$ cat src/rtl/dp_pkg.sv
// Shared constants for the parametrised datapath core: opcodes, inst field
// positions, ALU operation codes and the load-sequencing state type.
package dp_pkg;

  localparam logic [4:0] OP_LINK = 5'b10010;
  localparam logic [4:0] OP_LOAD = 5'b10100;
  localparam logic [4:0] OP_IN   = 5'b10110;
  localparam logic [4:0] OP_RDBK = 5'b10111;

  localparam int OP_MSB  = 15;
  localparam int OP_LSB  = 11;
  localparam int RA1_MSB = 10;
  localparam int RA1_LSB = 8;
  localparam int IMM_MSB = 7;
  localparam int IMM_LSB = 4;
  localparam int WA_MSB  = 3;
  localparam int WA_LSB  = 1;

  localparam logic [3:0] ALU_ADD  = 4'd0;
  localparam logic [3:0] ALU_SUB  = 4'd1;
  localparam logic [3:0] ALU_AND  = 4'd2;
  localparam logic [3:0] ALU_OR   = 4'd3;
  localparam logic [3:0] ALU_XOR  = 4'd4;
  localparam logic [3:0] ALU_PASB = 4'd5;
  localparam logic [3:0] ALU_SHL  = 4'd6;
  localparam logic [3:0] ALU_SHR  = 4'd7;

  typedef enum logic {EXEC, WAIT} state_t;

endpackage

$ cat src/rtl/dp_alu.sv
// Width-parametrised ALU; flags are {zero, carry/borrow, negative, overflow}.
module dp_alu
  import dp_pkg::*;
#(
  parameter int W = 4
) (
  input  logic [W-1:0] a,
  input  logic [W-1:0] b,
  input  logic [3:0]   ctrl,
  output logic [W-1:0] y,
  output logic [3:0]   flags
);

  logic [W:0] sum;
  logic       c;
  logic       v;

  always_comb begin
    sum = '0;
    c   = 1'b0;
    v   = 1'b0;
    y   = a;
    case (ctrl)
      ALU_ADD: begin
        sum = {1'b0, a} + {1'b0, b};
        y   = sum[W-1:0];
        c   = sum[W];
        v   = (a[W-1] == b[W-1]) && (y[W-1] != a[W-1]);
      end
      ALU_SUB: begin
        sum = {1'b0, a} - {1'b0, b};
        y   = sum[W-1:0];
        c   = sum[W];
        v   = (a[W-1] != b[W-1]) && (y[W-1] != a[W-1]);
      end
      ALU_AND:  y = a & b;
      ALU_OR:   y = a | b;
      ALU_XOR:  y = a ^ b;
      ALU_PASB: y = b;
      ALU_SHL: begin
        y = {a[W-2:0], 1'b0};
        c = a[W-1];
      end
      ALU_SHR: begin
        y = {1'b0, a[W-1:1]};
        c = a[0];
      end
      default:  y = a;
    endcase
    flags = {(y == '0), c, y[W-1], v};
  end

endmodule

$ cat src/rtl/dp_regfile.sv
// 8-entry register file: two combinational read ports, one synchronous write
// port, no reset and no write-to-read bypass.
module dp_regfile #(
  parameter int W = 4
) (
  input  logic         clk,
  input  logic         we,
  input  logic [2:0]   wa,
  input  logic [W-1:0] wd,
  input  logic [2:0]   ra1,
  input  logic [2:0]   ra2,
  output logic [W-1:0] rd1,
  output logic [W-1:0] rd2
);

  logic [W-1:0] mem [8];

  always_ff @(posedge clk) begin
    if (we) mem[wa] <= wd;
  end

  assign rd1 = mem[ra1];
  assign rd2 = mem[ra2];

endmodule

$ cat src/rtl/dp_core_param.sv
// Parametrised datapath core with external latency-RAM loads.
// Build option DP_PORT_READBACK_EN adds op 10111 (output latch -> register).
//
// state | meaning
// EXEC  | one instruction commits per non-stalled cycle; loads are issued here
// WAIT  | load outstanding; down-counter runs to 1, then RAM data is written back
module dp_core_param
  import dp_pkg::*;
#(
  parameter int DATA_W  = 4,
  parameter int PC_W    = 4,
  parameter int N_OUT   = 2,
  parameter int N_IN    = 2,
  parameter int RAM_LAT = 1
) (
  input  logic                    clk,
  input  logic                    rst,
  input  logic [15:0]             inst,
  input  logic                    reg_write,
  input  logic                    mem_write,
  input  logic                    alu_src,
  input  logic                    pc_src,
  input  logic                    port_write,
  input  logic [3:0]              alu_control,
  input  logic                    stall,
  input  logic [N_IN*DATA_W-1:0]  port_in,
  input  logic [DATA_W-1:0]       ram_rdata,
  output logic [DATA_W-1:0]       ram_addr,
  output logic [DATA_W-1:0]       ram_wdata,
  output logic                    ram_we,
  output logic [3:0]              alu_flags,
  output logic [PC_W-1:0]         pc,
  output logic [N_OUT*DATA_W-1:0] port_data,
  output logic                    busy
);

  localparam int CNT_W = $clog2(RAM_LAT + 1);

  logic [4:0] op;
  logic [2:0] ra1;
  logic [3:0] imm;
  logic [2:0] wa;

  assign op  = inst[OP_MSB:OP_LSB];
  assign ra1 = inst[RA1_MSB:RA1_LSB];
  assign imm = inst[IMM_MSB:IMM_LSB];
  assign wa  = inst[WA_MSB:WA_LSB];

  logic unused_inst_lsb;
  assign unused_inst_lsb = inst[0];

  state_t            state_q, state_d;
  logic [CNT_W-1:0]  cnt_q, cnt_d;
  logic [PC_W-1:0]   pc_q, pc_d, pc_inc;
  logic [2:0]        lwa_q, lwa_d;
  logic              lrw_q, lrw_d;
  logic [DATA_W-1:0] lat_q [N_OUT];

  logic [DATA_W-1:0] src1, rd2, src2, alu_y, in_sel;
  logic              rf_we, lat_we;
  logic [2:0]        rf_wa;
  logic [DATA_W-1:0] rf_wd;

  dp_regfile #(.W(DATA_W)) u_rf (
    .clk (clk),
    .we  (rf_we & ~rst),
    .wa  (rf_wa),
    .wd  (rf_wd),
    .ra1 (ra1),
    .ra2 (imm[2:0]),
    .rd1 (src1),
    .rd2 (rd2)
  );

  assign src2 = alu_src ? DATA_W'(imm) : rd2;

  dp_alu #(.W(DATA_W)) u_alu (
    .a     (src1),
    .b     (src2),
    .ctrl  (alu_control),
    .y     (alu_y),
    .flags (alu_flags)
  );

  assign pc_inc = pc_q + 1'b1;

  always_comb begin
    in_sel = '0;
    for (int k = 0; k < N_IN; k++) begin
      if (src2 == DATA_W'(k)) in_sel = port_in[k*DATA_W +: DATA_W];
    end
  end

`ifdef DP_PORT_READBACK_EN
  logic [DATA_W-1:0] rdbk_sel;
  always_comb begin
    rdbk_sel = '0;
    for (int k = 0; k < N_OUT; k++) begin
      if (src2 == DATA_W'(k)) rdbk_sel = lat_q[k];
    end
  end
`endif

  always_comb begin
    state_d = state_q;
    cnt_d   = cnt_q;
    pc_d    = pc_q;
    lwa_d   = lwa_q;
    lrw_d   = lrw_q;
    rf_we   = 1'b0;
    rf_wa   = wa;
    rf_wd   = alu_y;
    lat_we  = 1'b0;
    if (!stall) begin
      case (state_q)
        EXEC: begin
          if (op == OP_LOAD) begin
            // pc holds; it advances when the data comes back
            state_d = WAIT;
            cnt_d   = CNT_W'(RAM_LAT);
            lwa_d   = wa;
            lrw_d   = reg_write;
          end else begin
            pc_d   = pc_src ? PC_W'(src2) : pc_inc;
            lat_we = port_write;
            casez (op)
              5'b0????: begin
                rf_we = reg_write;
                rf_wd = alu_y;
              end
              OP_LINK: begin
                rf_we = reg_write;
                rf_wd = DATA_W'(pc_inc);
              end
              OP_IN: begin
                rf_we = reg_write;
                rf_wd = in_sel;
              end
`ifdef DP_PORT_READBACK_EN
              OP_RDBK: begin
                rf_we = reg_write;
                rf_wd = rdbk_sel;
              end
`endif
              default: rf_we = 1'b0;
            endcase
          end
        end
        WAIT: begin
          if (cnt_q == CNT_W'(1)) begin
            rf_we   = lrw_q;
            rf_wa   = lwa_q;
            rf_wd   = ram_rdata;
            pc_d    = pc_inc;
            state_d = EXEC;
            cnt_d   = '0;
          end else begin
            cnt_d = cnt_q - 1'b1;
          end
        end
        default: state_d = EXEC;
      endcase
    end
  end

  always_ff @(posedge clk) begin
    if (rst) begin
      state_q <= EXEC;
      cnt_q   <= '0;
      pc_q    <= '0;
      lwa_q   <= '0;
      lrw_q   <= 1'b0;
      for (int k = 0; k < N_OUT; k++) lat_q[k] <= '0;
    end else begin
      state_q <= state_d;
      cnt_q   <= cnt_d;
      pc_q    <= pc_d;
      lwa_q   <= lwa_d;
      lrw_q   <= lrw_d;
      if (lat_we) begin
        for (int k = 0; k < N_OUT; k++) begin
          if (src2 == DATA_W'(k)) lat_q[k] <= src1;
        end
      end
    end
  end

  for (genvar g = 0; g < N_OUT; g++) begin : g_port
    assign port_data[g*DATA_W +: DATA_W] = lat_q[g];
  end

  assign pc        = pc_q;
  assign busy      = (state_q == WAIT);
  assign ram_addr  = src2;
  assign ram_wdata = src1;
  assign ram_we    = mem_write & (state_q == EXEC) & ~stall & ~rst;

endmodule

$ cat config.mk
export PLATFORM = sky130hd
export DESIGN_NAME = dp_core_param
export DESIGN_NICKNAME = d
export VERILOG_FILES = /design/src/rtl/dp_pkg.sv /design/src/rtl/dp_alu.sv /design/src/rtl/dp_regfile.sv /design/src/rtl/dp_core_param.sv
export SDC_FILE = /design/constraint.sdc
export NUM_CORES = 1
export LEC_CHECK = 0
export CAP_MARGIN = 10
export CORE_MARGIN = 5
export CORE_UTILIZATION = 45
export DETAILED_ROUTE_END_ITERATION = 7
export GPL_TIMING_DRIVEN = 0
export PLACE_DENSITY = 0.8
export SYNTH_ARGS = -nofsm -noshare
export SYNTH_HDL_FRONTEND = slang
export SYNTH_SLANG_ARGS = --single-unit
$ cat constraint.sdc
create_clock -name clk -period 12.25 [get_ports clk]
set_input_delay 3.0625 -clock clk [delete_from_list [all_inputs] [get_ports clk]]
set_output_delay 3.0625 -clock clk [all_outputs]
set_load 0.01 [all_outputs]
==> flow_metrics.tcl <==
set metrics [dict create \
    reg2reg_setup_slack_ns 8.38 \
    antenna_violations_before_repair 0 \
    clock_tree_from_tritoncts "yes" \
    fmaxAchievable_mhz 94.77 \
    synthCells 337 \
    routed_wirelength_um 8647 \
    worst_slew_margin_rel_pct 48.72 \
    sequentialPowerShare_pct 49.1 \
    power-per-cell-area_nw_per_um2 90.93 \
    worst_ir_drop_vdd_mv 0.05079 \
    start_util_pct 45.51 \
    worst-endpoint-required_ns 9.19 \
    port_bufs 61 \
    post_synth_mux_area_share_pct 13.81 \
    worst_r2r_startpoint "u_rf.mem[1][0]$_DFFE_PP_" \
    post-route-min-period_ns 10.55 \
    first_pass_iters 4 \
    clock_transition_at_the_registers_of_the_reported_paths_ns 0.09 \
    synth.lib_cells_used.distinct 67 \
    synth-simple-area-share_pct 15.68 \
    placeable_core_area_sq_um 7607 \
    insertion_delay_ns 0.31 \
    htree_levels 2 \
    stdcell_area_sq_um 4285 \
    min_path_type "reg2reg" \
    power.switching_fraction_pct 28.42 \
    synth_nets 392 \
    fp-row-count 32 \
    total_leakage_power_nw 1.561 \
    power.net_switching_uw 110.7 \
    p_int_uw 278.9 \
    first_iter_violations 169 \
    tightestPinTransition_ns 0.7692 \
    yosysSeqAreaShare_pct 40.48 \
    hold_viol_final 0 \
    first_global_vias 2892 \
    clock_power_share_pct 23.6 \
    worst_path_max_fanout 10 \
    die_area_sq_um 9547 \
    avgViaCountPerCell 5.693 \
    dpl.cell_count 500 \
    ant_nets 0 \
    combPwrFrac_pct 27.4 \
    yosys.area_share.adder_pct 5.855 \
    commonest_non_fill_non_tap_cells_in_the_layout "clkdlybuf4s50_1 (61), edfxtp_1 (40), nor2_1 (37), inv_1 (20), mux2i_1 (20)" \
    cts.repair_timing.setup_buffer_count 0 \
    report.power.total_uw 389.7 \
    detailedPlacementHpwl_um 6864 \
    run_status "completed" \
    post-route-drc-count 0 \
    die-width_um 97.71 \
    crit-reg2reg-capture "u_rf.mem[4][2]$_DFFE_PP_" \
    wire_per_inst_um 17.02 \
    crit_path_start "alu_src" \
    dr_total_vias 2892 \
    grt_start_max_net_pins 16 \
    synth_async_sr_flop_share_pct 0 \
    ctsLongestPathBuffers 2 \
    clock_sinks 50 \
    postSynthRegisterBits 50 \
    postCtsHoldBufs 0 \
    synth-edff-count 40 \
    grt_pass1_wl_um 14030 \
    worstHoldStart "lrw_q$_SDFFE_PP0P_" \
    yosysWarnings 0 \
    worstSetupPathType "in2out" \
    synth_top_family_by_area "compound AO/OA/AOI/OAI gates" \
    cts-root-buf "clkbuf_8" \
    die-height_um 97.71 \
    clock-skew-final_ns 0.008281 \
    grt_usage_pct 18.07 \
    post_route_cells_drive_above_1_share_pct 11.33 \
    rsz0062_at_grt "false" \
    synth_area_per_cell_sq_um 10.27 \
    placed_instance_area_sq_um 4200 \
    number_of_nets_at_the_end_of_the_flow 460 \
    synth-compound-area-share_pct 16.73 \
    startpoint_type "input pin" \
    post_synth_design_cell_area_sq_um 3462 \
    finalSetupViolCount 0 \
    critPathArrivalTime_ns 7.49 \
    slew_violations 0 \
    worst-r2r-cell-count 13 \
    max_cap_viols 0 \
    cts-buffers-inserted 5 \
    post_cts.resized_instances 0 \
    share_of_the_clock_period_used_by_the_worst_path_after_layout_pct 86.14 \
    area_growth_syn_to_layout_pct 23.78 \
    crit_end "alu_flags[3]" \
    stdcell_count 508 \
    grt_overflow 0 \
    yosys_most_used_dff "edfxtp_1" \
    final_common_cell "clkdlybuf4s50_1" \
    gpl.final_weighted_congestion 0.9736 \
    setup_total_negative_slack_ns 0 \
    diodes 0 \
    fin_worst_hold_slack_ns 0.4960 \
    yosys.area_share.xor_xnor_pct 2.024 \
    floorplan.io_pins 66 \
    endpoint_kind "output pin" \
]
sequential cells by signal (all words and copies together) (netlist names):
register	cells
u_rf.mem	32
lat_q	8
pc	4
lwa_q	3
busy	1
cnt_q	1
lrw_q	1
synthesized netlist by cell type, drive strengths merged, types with 2 or more instances:
cell type / count / share of area (%)
nand2: 13 / 1.4
xor2: 2 / 0.51
mux4: 5 / 3.5
edfxtp: 40 / 35
a221oi: 2 / 0.69
dfxtp: 10 / 5.8
nand4b: 2 / 0.51
a21oi: 16 / 2.3
a22o: 4 / 1.0
o22ai: 10 / 2.0
o21ai: 12 / 1.7
a31oi: 5 / 0.90
buf: 9 / 1.8
a2111oi: 3 / 0.76
or4: 2 / 0.43
nor2b: 5 / 0.90
nor2: 38 / 4.2
a211oi: 4 / 0.87
nor4b: 2 / 0.69
inv: 21 / 2.3
nor3: 7 / 1.0
mux2: 14 / 4.6
nand4: 3 / 0.54
a22oi: 5 / 1.2
nand3: 4 / 0.58
mux2i: 20 / 5.8
ha: 13 / 4.7
o211ai: 2 / 0.43
nand2b: 9 / 1.6
clkbuf: 12 / 1.3
fa: 2 / 1.2
xnor2: 6 / 1.5
or3b: 2 / 0.51
nor3b: 3 / 0.65
or3: 4 / 0.72
o221ai: 4 / 1.0
or2: 2 / 0.36
a21o: 3 / 0.65
power by group through the flow:
stage                     Sequential [mW]  Combinational [mW]  Clock [mW]
final                               0.191               0.107      0.0918
after global routing                0.192               0.117       0.101
after CTS                           0.191               0.106      0.0935
after detailed placement            0.195               0.105           0
after global placement              0.195               0.104           0
after floorplan                     0.196              0.0628           0
how the worst min path moves through the flow:
stage                              end  slack (ns)  cells after the start
detailed placement  lrw_q$_SDFFE_PP0P_        0.49                      2
CTS                 lrw_q$_SDFFE_PP0P_        0.51                      2
global route        pc[3]$_SDFFE_PP0P_        0.53                      2
global placement    lrw_q$_SDFFE_PP0P_        0.47                      2
floorplan           lrw_q$_SDFFE_PP0P_        0.45                      2
finish              lrw_q$_SDFFE_PP0P_        0.50                      2
per-stage QoR:
| stage | setup WS [ns] | util [%] |
|---|---|---|
| after floorplan | 3.299 | - |
| after detailed placement | 1.752 | 55.21 |
| after CTS | 1.733 | 56.33 |
| final | 1.698 | 56.33 |
| after global placement | 1.718 | 55.21 |
| after global routing | 1.401 | 56.33 |
routing by layer:
| metal | wire length (um) | global-route usage [%] |
|---|---|---|
| met5 | 0 | 0 |
| met4 | 155 | 5.964 |
| met3 | 538 | 3.733 |
| met2 | 4459 | 32.37 |
| met1 | 3494 | 21.57 |
worst max-delay path: stages:
cell             delay [ns]
clkdlybuf4s50_1        0.48
clkbuf_1               0.24
nor3_1                 0.34
a22oi_1                0.17
a22oi_2                0.49
inv_1                  0.25
fa_1                   0.51
xor2_1                 0.17
o22ai_1                0.09
a2111oi_0              0.59
nand2_1                0.10
o21ai_0                0.20
and4b_1                0.24
clkdlybuf4s50_1        0.54
cells by family after synthesis:
family,count (synthesis)
compound gates,81
fa+ha+maj,15
mux,39
xor+xnor,8
simple gates,102
buf+inv,42
flops,50
final cells by class:
type | count | area [sq um]
Multi-Input combinational cell | 245 | 1873
Sequential cell | 50 | 1401
Fill cell | 683 | 3322
Buffer | 21 | 108.9
Tap cell | 102 | 127.6
Timing Repair Buffer | 61 | 610.6
Clock buffer | 5 | 68.82
Clock inverter | 3 | 16.27
Inverter | 21 | 78.83
Power figures use the tool's default switching activity.
